==> src/rtl/mem_port_arbiter.sv <==
// -----------------------------------------------------------------------------
// mem_port_arbiter
//
// Shares one single-port unified memory between the instruction-fetch (IF)
// stage and the load/store (MEM) stage of the pipeline. Requests from the two
// stages are serialised onto a registered req/ack memory handshake. A
// combinational stall output freezes the PC and the stage registers while a
// requester is still waiting for its access to complete.
//
// Parameters
//   WIDTH        data and address width
//   TIMEOUT_CYC  maximum number of cycles o_mem_req waits for i_mem_ack
//                before the access is aborted (1..255)
//
// Ports
//   i_clk, i_rst_n     clock (rising edge), asynchronous active-low reset
//   i_if_req           fetch request, level, held until o_if_valid
//   i_if_addr          fetch address (PC)
//   o_if_rdata         fetched instruction, valid with o_if_valid
//   o_if_valid         one-cycle fetch completion pulse
//   i_dm_req           data request, level, held until o_dm_valid
//   i_dm_we            1 = store, 0 = load
//   i_dm_addr          data address
//   i_dm_wdata         store data
//   o_dm_rdata         load data, valid with o_dm_valid (0 for stores)
//   o_dm_valid         one-cycle data completion pulse
//   o_stall            pipeline freeze
//   o_mem_req/we/addr/wdata  registered memory request
//   i_mem_rdata        memory read data, sampled on ack
//   i_mem_ack          one-cycle memory completion
//   o_timeout          sticky flag: some access was aborted on timeout
// -----------------------------------------------------------------------------
module mem_port_arbiter #(
    parameter int WIDTH       = 32,
    parameter int TIMEOUT_CYC = 15
) (
    input  logic             i_clk,
    input  logic             i_rst_n,
    input  logic             i_if_req,
    input  logic [WIDTH-1:0] i_if_addr,
    output logic [WIDTH-1:0] o_if_rdata,
    output logic             o_if_valid,
    input  logic             i_dm_req,
    input  logic             i_dm_we,
    input  logic [WIDTH-1:0] i_dm_addr,
    input  logic [WIDTH-1:0] i_dm_wdata,
    output logic [WIDTH-1:0] o_dm_rdata,
    output logic             o_dm_valid,
    output logic             o_stall,
    output logic             o_mem_req,
    output logic             o_mem_we,
    output logic [WIDTH-1:0] o_mem_addr,
    output logic [WIDTH-1:0] o_mem_wdata,
    input  logic [WIDTH-1:0] i_mem_rdata,
    input  logic             i_mem_ack,
    output logic             o_timeout
);

    typedef enum logic [1:0] {
        IDLE  = 2'd0,
        FETCH = 2'd1,
        DATA  = 2'd2
    } state_t;

    typedef enum logic {
        GRANT_IF = 1'b0,
        GRANT_DM = 1'b1
    } grant_t;

    // The wait counter holds the number of busy cycles already spent without
    // an ack, so the access expires in the busy cycle where it equals this.
    localparam logic [7:0] WAIT_LAST = 8'(TIMEOUT_CYC - 1);

    state_t            state;
    state_t            state_next;
    grant_t            last_grant;
    grant_t            last_grant_next;
    logic [7:0]        wait_cnt;
    logic [7:0]        wait_cnt_next;

    logic              mem_req_next;
    logic              mem_we_next;
    logic [WIDTH-1:0]  mem_addr_next;
    logic [WIDTH-1:0]  mem_wdata_next;
    logic [WIDTH-1:0]  if_rdata_next;
    logic              if_valid_next;
    logic [WIDTH-1:0]  dm_rdata_next;
    logic              dm_valid_next;
    logic              timeout_next;

    logic              if_eligible;
    logic              dm_eligible;
    logic              ack_taken;
    logic              expired;

    // A requester keeps its request high during its own completion cycle, so
    // it must not be granted again while its valid pulse is out.
    assign if_eligible = i_if_req & ~o_if_valid;
    assign dm_eligible = i_dm_req & ~o_dm_valid;

    // An ack only counts while a request is actually on the memory bus.
    assign ack_taken = i_mem_ack & o_mem_req;
    assign expired   = (wait_cnt == WAIT_LAST);

    assign o_stall = (i_if_req & ~o_if_valid) | (i_dm_req & ~o_dm_valid);

    // State and output registers. Reset is asynchronous so the memory
    // request drops immediately and any in-flight access is forgotten.
    always_ff @(posedge i_clk or negedge i_rst_n) begin
        if (!i_rst_n) begin
            state       <= IDLE;
            last_grant  <= GRANT_IF;
            wait_cnt    <= '0;
            o_mem_req   <= 1'b0;
            o_mem_we    <= 1'b0;
            o_mem_addr  <= '0;
            o_mem_wdata <= '0;
            o_if_rdata  <= '0;
            o_if_valid  <= 1'b0;
            o_dm_rdata  <= '0;
            o_dm_valid  <= 1'b0;
            o_timeout   <= 1'b0;
        end else begin
            state       <= state_next;
            last_grant  <= last_grant_next;
            wait_cnt    <= wait_cnt_next;
            o_mem_req   <= mem_req_next;
            o_mem_we    <= mem_we_next;
            o_mem_addr  <= mem_addr_next;
            o_mem_wdata <= mem_wdata_next;
            o_if_rdata  <= if_rdata_next;
            o_if_valid  <= if_valid_next;
            o_dm_rdata  <= dm_rdata_next;
            o_dm_valid  <= dm_valid_next;
            o_timeout   <= timeout_next;
        end
    end

    // Next-state and next-output logic. Everything holds by default except
    // the valid pulses, which are single-cycle.
    always_comb begin
        state_next      = state;
        last_grant_next = last_grant;
        wait_cnt_next   = wait_cnt;
        mem_req_next    = o_mem_req;
        mem_we_next     = o_mem_we;
        mem_addr_next   = o_mem_addr;
        mem_wdata_next  = o_mem_wdata;
        if_rdata_next   = o_if_rdata;
        if_valid_next   = 1'b0;
        dm_rdata_next   = o_dm_rdata;
        dm_valid_next   = 1'b0;
        timeout_next    = o_timeout;

        unique case (state)
            IDLE: begin
                // Data wins a tie unless the previous grant went to data and
                // a fetch is waiting; this alternates under sustained load.
                if (dm_eligible && (last_grant == GRANT_IF || !if_eligible)) begin
                    state_next      = DATA;
                    last_grant_next = GRANT_DM;
                    wait_cnt_next   = '0;
                    mem_req_next    = 1'b1;
                    mem_we_next     = i_dm_we;
                    mem_addr_next   = i_dm_addr;
                    mem_wdata_next  = i_dm_wdata;
                end else if (if_eligible) begin
                    state_next      = FETCH;
                    last_grant_next = GRANT_IF;
                    wait_cnt_next   = '0;
                    mem_req_next    = 1'b1;
                    mem_we_next     = 1'b0;
                    mem_addr_next   = i_if_addr;
                    mem_wdata_next  = '0;
                end
            end

            FETCH: begin
                // An ack in the expiry cycle still completes normally.
                if (ack_taken) begin
                    state_next    = IDLE;
                    mem_req_next  = 1'b0;
                    if_rdata_next = i_mem_rdata;
                    if_valid_next = 1'b1;
                end else if (expired) begin
                    state_next    = IDLE;
                    mem_req_next  = 1'b0;
                    if_rdata_next = '0;
                    if_valid_next = 1'b1;
                    timeout_next  = 1'b1;
                end else begin
                    wait_cnt_next = wait_cnt + 8'd1;
                end
            end

            DATA: begin
                // Stores report zero read data; the memory's rdata bus is
                // meaningless for a write.
                if (ack_taken) begin
                    state_next    = IDLE;
                    mem_req_next  = 1'b0;
                    dm_rdata_next = o_mem_we ? '0 : i_mem_rdata;
                    dm_valid_next = 1'b1;
                end else if (expired) begin
                    state_next    = IDLE;
                    mem_req_next  = 1'b0;
                    dm_rdata_next = '0;
                    dm_valid_next = 1'b1;
                    timeout_next  = 1'b1;
                end else begin
                    wait_cnt_next = wait_cnt + 8'd1;
                end
            end

            default: begin
                state_next   = IDLE;
                mem_req_next = 1'b0;
            end
        endcase
    end

endmodule
==> config.mk <==
export PLATFORM = sky130hd
export DESIGN_NAME = mem_port_arbiter
export DESIGN_NICKNAME = d
export VERILOG_FILES = /design/src/rtl/mem_port_arbiter.sv
export SDC_FILE = /design/constraint.sdc
export NUM_CORES = 1
export LEC_CHECK = 0
export ABC_AREA = 0
export CORE_UTILIZATION = 43
export CTS_BUF_LIST = sky130_fd_sc_hd__clkbuf_8
export DETAILED_ROUTE_END_ITERATION = 16
export PLACE_DENSITY = 0.82
export SYNTH_ARGS = -nofsm -noshare
export SYNTH_HDL_FRONTEND = slang
export SYNTH_SLANG_ARGS = --single-unit
==> constraint.sdc <==
create_clock -name i_clk -period 2.1 [get_ports i_clk]
set_input_delay 0.21 -clock i_clk [delete_from_list [all_inputs] [get_ports i_clk]]
set_output_delay 0.21 -clock i_clk [all_outputs]
set_load 0.02 [all_outputs]
# Word level (Yosys, flattened, before mapping)
# Index checks and enable logic that the tools add are counted.
# op_classes
n_reduce_logical	14
n_eq_ne	7
n_mux	30
bitwise_logic	8
n_addsub	1
# ops
op	n
2-to-1 mux 32 bit	8
2-to-1 mux 8 bit	4
case mux 8 bit (2 select lines)	1
2-to-1 mux 1 bit	11
adder 8 x 1 -> 8 bit (second input constant)	1
== test 8 x 4 -> 1 bit (second input constant)	1
2-to-1 mux 2 bit	4
AND reduction 2 bit	4
nonzero test 2 bit	3
!= test 2 bit (second input constant)	2
NOT 1 bit	4
case mux 2 bit (2 select lines)	1
AND reduction 4 bit	1
AND 1 bit	3
!= test 3 x 1 -> 1 bit (second input constant)	1
!= test 3 bit (second input constant)	1
AND reduction 3 bit	1
== test 2 x 1 -> 1 bit (second input constant)	1
== test 2 bit (second input constant)	1
zero test 2 bit	1
case mux 1 bit (2 select lines)	1
OR reduction 2 bit	1
logical AND 1 bit	1
zero test 1 bit	1
2 further kinds	2
# totals
elab_cells	72
ff_bits	144
inputBits	134
out_inout_bits	134

# Logic depth before layout (Yosys ltp)
# logic_depth
word_depth	7
ltp_mapped	9
ltp_nobuf	6

# Least setup slack after synthesis
# OpenSTA, ideal clock, no wires.
# synth_timing
path_kind	register to register
startpoint	register state[0]
endpoint	register wait_cnt[3]
n_path_buf	0
required_time_ps	1963
arrival_ps	1562
stages_incl_launch_ff	7
slack_ps	401
period_less_slack_ps	1699
setup_time_ps	137
cell_sequence	dfrtp_1 inv_1 ha_1 a21boi_0 a21boi_0 o2bb2ai_1 a31oi_1
# synth_via
elab_chain_cells	4
elab_cells_between_ends	10
cone_classes	5 x eq/ne; 1 x mux; 4 x reduce/logical
# synth_lines
item	line_no	rtl
from (decl)	74	state_t state;
from (signal assigned)	124	state <= state_next;
== test 2 bit / == test 2 x 1 -> 1 bit (equally long branches)	155	unique case (state)
OR reduction 2 bit (no source line)	n/a	
!= test 2 bit (no source line) / nonzero test 2 bit (equally long branches)	n/a	
AND reduction 4 bit (no source line)	n/a	
to (signal assigned)	126	wait_cnt <= wait_cnt_next;
to (decl)	78	logic [7:0] wait_cnt;
# Parallel ways exist; a longest one is shown, timed or not.
# A chain may end at the register's enable or synchronous reset.

# Worst setup path after layout
# layout_timing
startpoint	register state[0]
endpoint	register wait_cnt[4]
# Same word-level chain as after synthesis.

==> reports/metrics.cfg <==
[pwr]
p_leak_uw=0.00409
peakVddDrop_mv=0.765
powerDensity_nw_per_um2=1470

[clock_network]
postCtsSetupRepairBufs=0
cts_max_path_buffers=2
cts_root_buffer=clkbuf_8
cts_buffers=17
cts.sinks=144
insertion_delay_ns=0.45
cts_tree=yes
htree_levels=4
clk_pin_slew_ns=0.09

[layout]
finalInstanceArea_um2=9270
drive_gt1_share_pct=6.66
num_antenna_cells=0
finalCoreUtilization_pct=68.9
area_growth_pct=54.4
finalNetCount=923

[detailed_routing]
viasPerCell=5.47
drc=0
wl_um=17900
wl_per_cell_um=18.4
ant_nets=0
drtIter0Drc=466
via_count=5320
firstDrtPassIters=5

[global_routing]
gr-usage-all-layers_pct=25.1
grt_pass1_vias=5291
grt_max_degree=74
gr-total-overflow=0
grt_first_pass_wirelength_um=27500
antenna_found_initial=0

[timing]
hold_viol_final=0
setup_viol=0
worst_slew_pin_slew_ns=0.540
relSlewSlack_pct=64.0
final.period_utilization_pct=93.7
period_minus_slack_ns=1.97
max_freq_ghz=0.508
drv_slew=0
clock_skew_ns=0.0166

[setup_path]
worstSetupPathType=register to register
crit_path_end_kind=register
cp.required_ns=2.42
critical_path_arrival_ns=2.28
crit_path_start_kind=register
crit_fanout=7

[die]
dieWidth_um=120
core-area_um2=13500
die_y_um=120
num_rows=42
io_pins=268
floorplan.initialDensity_pct=44.6
die_area_um2=14400

[run]
drv_cap=0

[synth]
ys_ff_latch=144
syn-num-nets=665
synth_edf_count=0
syn_area_um2=6010
synthArstFlopShare_pct=100
synthCells=526
synth.avg_cell_area_um2=11.4
ys_warn_count=0
synthFlopType=dfrtp_1
ys_types=40
ys_seq_area_share_pct=60.0

[place]
dp_hpwl_um=13100
place_congestion=0.913
placedInstanceArea_um2=8870
port_buffers=267

[hold_path]
hold_class=primary input to async pin

[status]
status=complete, no violations

[layout by cell type, fill, tap and decap left out, types with 2 or more instances in the layout]
cell type          n
o21ai_1           14
bufinv_16          2
a31o_2             2
nand2b_1           4
clkinv_2           3
a31oi_1            4
a21oi_1            3
clkinvlp_4         2
nand2_1           43
inv_6              3
o21ai_0           52
mux2i_1           32
a22o_1            66
and3_1             2
nand3_1            9
and2_1             2
nand4bb_1          2
clkinv_4           2
nand4_1           34
dfrtp_1          144
or3_1              2
nor3_1             2
clkdlybuf4s50_1  265
nor2_1             2
o311ai_0           2
ha_1               5
inv_1             40
nand4b_1           2
clkbuf_8          18
buf_4              8
buf_12             5
[layout make-up]
type | count | area (µm²)
fillers | 975 | 4180
flip-flops and latches | 144 | 3600
repair buffers | 281 | 2840
multi-input cells | 301 | 2070
clock buffers | 18 | 248
well taps | 176 | 220
inverters | 39 | 146
clock inverters | 13 | 138
[path summary, 6_finish.rpt]
check	start	end	slack [ns]	cells past startpoint
setup / recovery	state[0]	wait_cnt[4]	0.13	6
hold / removal	i_rst_n	o_if_rdata[18]	0.30	2
setup reg to reg	state[0]	wait_cnt[4]	0.13	6
hold reg to reg	o_mem_addr[1]	o_mem_addr[1]	0.48	2
max in group asynchronous	i_rst_n	o_if_rdata[13]	1.03	3
min in group i_clk	i_dm_wdata[21]	o_mem_wdata[21]	0.36	2
[power by group]
part | internal (µW) | switching [µW]
Sequential | 3960 | 761
Combinational | 3200 | 3570
Clock | 1080 | 1070
[metrics by stage]
| stage | worst slack, ns | hold slack, ns | power, µW | setup TNS (ns) | std cells |
|---|---|---|---|---|---|
| 2_1_floorplan | 0.401 | -0.0856 | 8100 | 0 | 526 |
| 3_3_place_gp | 0.208 | 0.208 | 11300 | 0 | 940 |
| 3_5_place_dp | 0.177 | 0.221 | 11500 | 0 | 940 |
| 4_1_cts | 0.143 | 0.281 | 13700 | 0 | 972 |
| 5_1_grt | -0.0230 | 0.323 | 14400 | -0.0230 | 972 |
| 6_report | 0.133 | 0.296 | 13700 | 0 | 972 |
[sequential cells by signal (all words and copies together), names as in the netlist]
signal	flops
o_dm_rdata	32
o_if_rdata	32
o_mem_addr	32
o_mem_wdata	32
wait_cnt	8
state	2
last_grant	1
o_dm_valid	1
o_if_valid	1
o_mem_req	1
o_mem_we	1
o_timeout	1
[kinds of logic (layout without fill, tap and decap cells)]
kind of cell | Yosys count | after routing | share of synthesized area, %
compound gates | 154 | 154 | 17.8
fa+ha+maj | 5 | 5 | 1.04
buf+inv | 81 | 351 | 6.02
flops | 144 | 144 | 60.0
mux | 32 | 32 | 5.33
simple gates | 110 | 110 | 9.79
[synthesized netlist by cell type, types with 3 or more instances]
cell / instances / area (µm²)
nand2b_1: 4 / 25.0
buf_2: 13 / 65.1
nand2_1: 43 / 161
o21ai_0: 52 / 260
a21oi_1: 3 / 15.0
inv_1: 39 / 146
ha_1: 5 / 62.6
nand3_1: 9 / 45.0
buf_4: 5 / 37.5
buf_6: 3 / 33.8
o21ai_1: 15 / 75.1
nor2_1: 3 / 11.3
clkbuf_1: 19 / 71.3
a31oi_1: 4 / 25.0
dfrtp_1: 144 / 3600
mux2i_1: 32 / 320
nand4_1: 34 / 213
a22o_1: 66 / 578
[what timing repair did]
action,CTS,global route
gates resized for setup,1,3
gates cloned,0,0
endpoints found under the hold margin,56,0
pin swaps,0,0
hold buffers,1,0
endpoints found under the setup margin,1,1
[layer usage]
metal / vias up / share of wire, % / global-route usage (%)
met5: - / 0 / 0
met3: 47 / 9.1 / 7.78
li1: 2409 / - / -
met1: 2559 / 38 / 29.3
met2: 305 / 50 / 42.1
met4: 0 / 3.1 / 11.5
[critical path, stage by stage (launching register included)]
cell      delay [ns]
dfrtp_1         0.38
inv_1           0.07
ha_1            0.30
a21boi_0        0.38
o21ai_2         0.20
o311ai_0        0.37
nand3_1         0.12
Power figures use the tool's default switching activity.
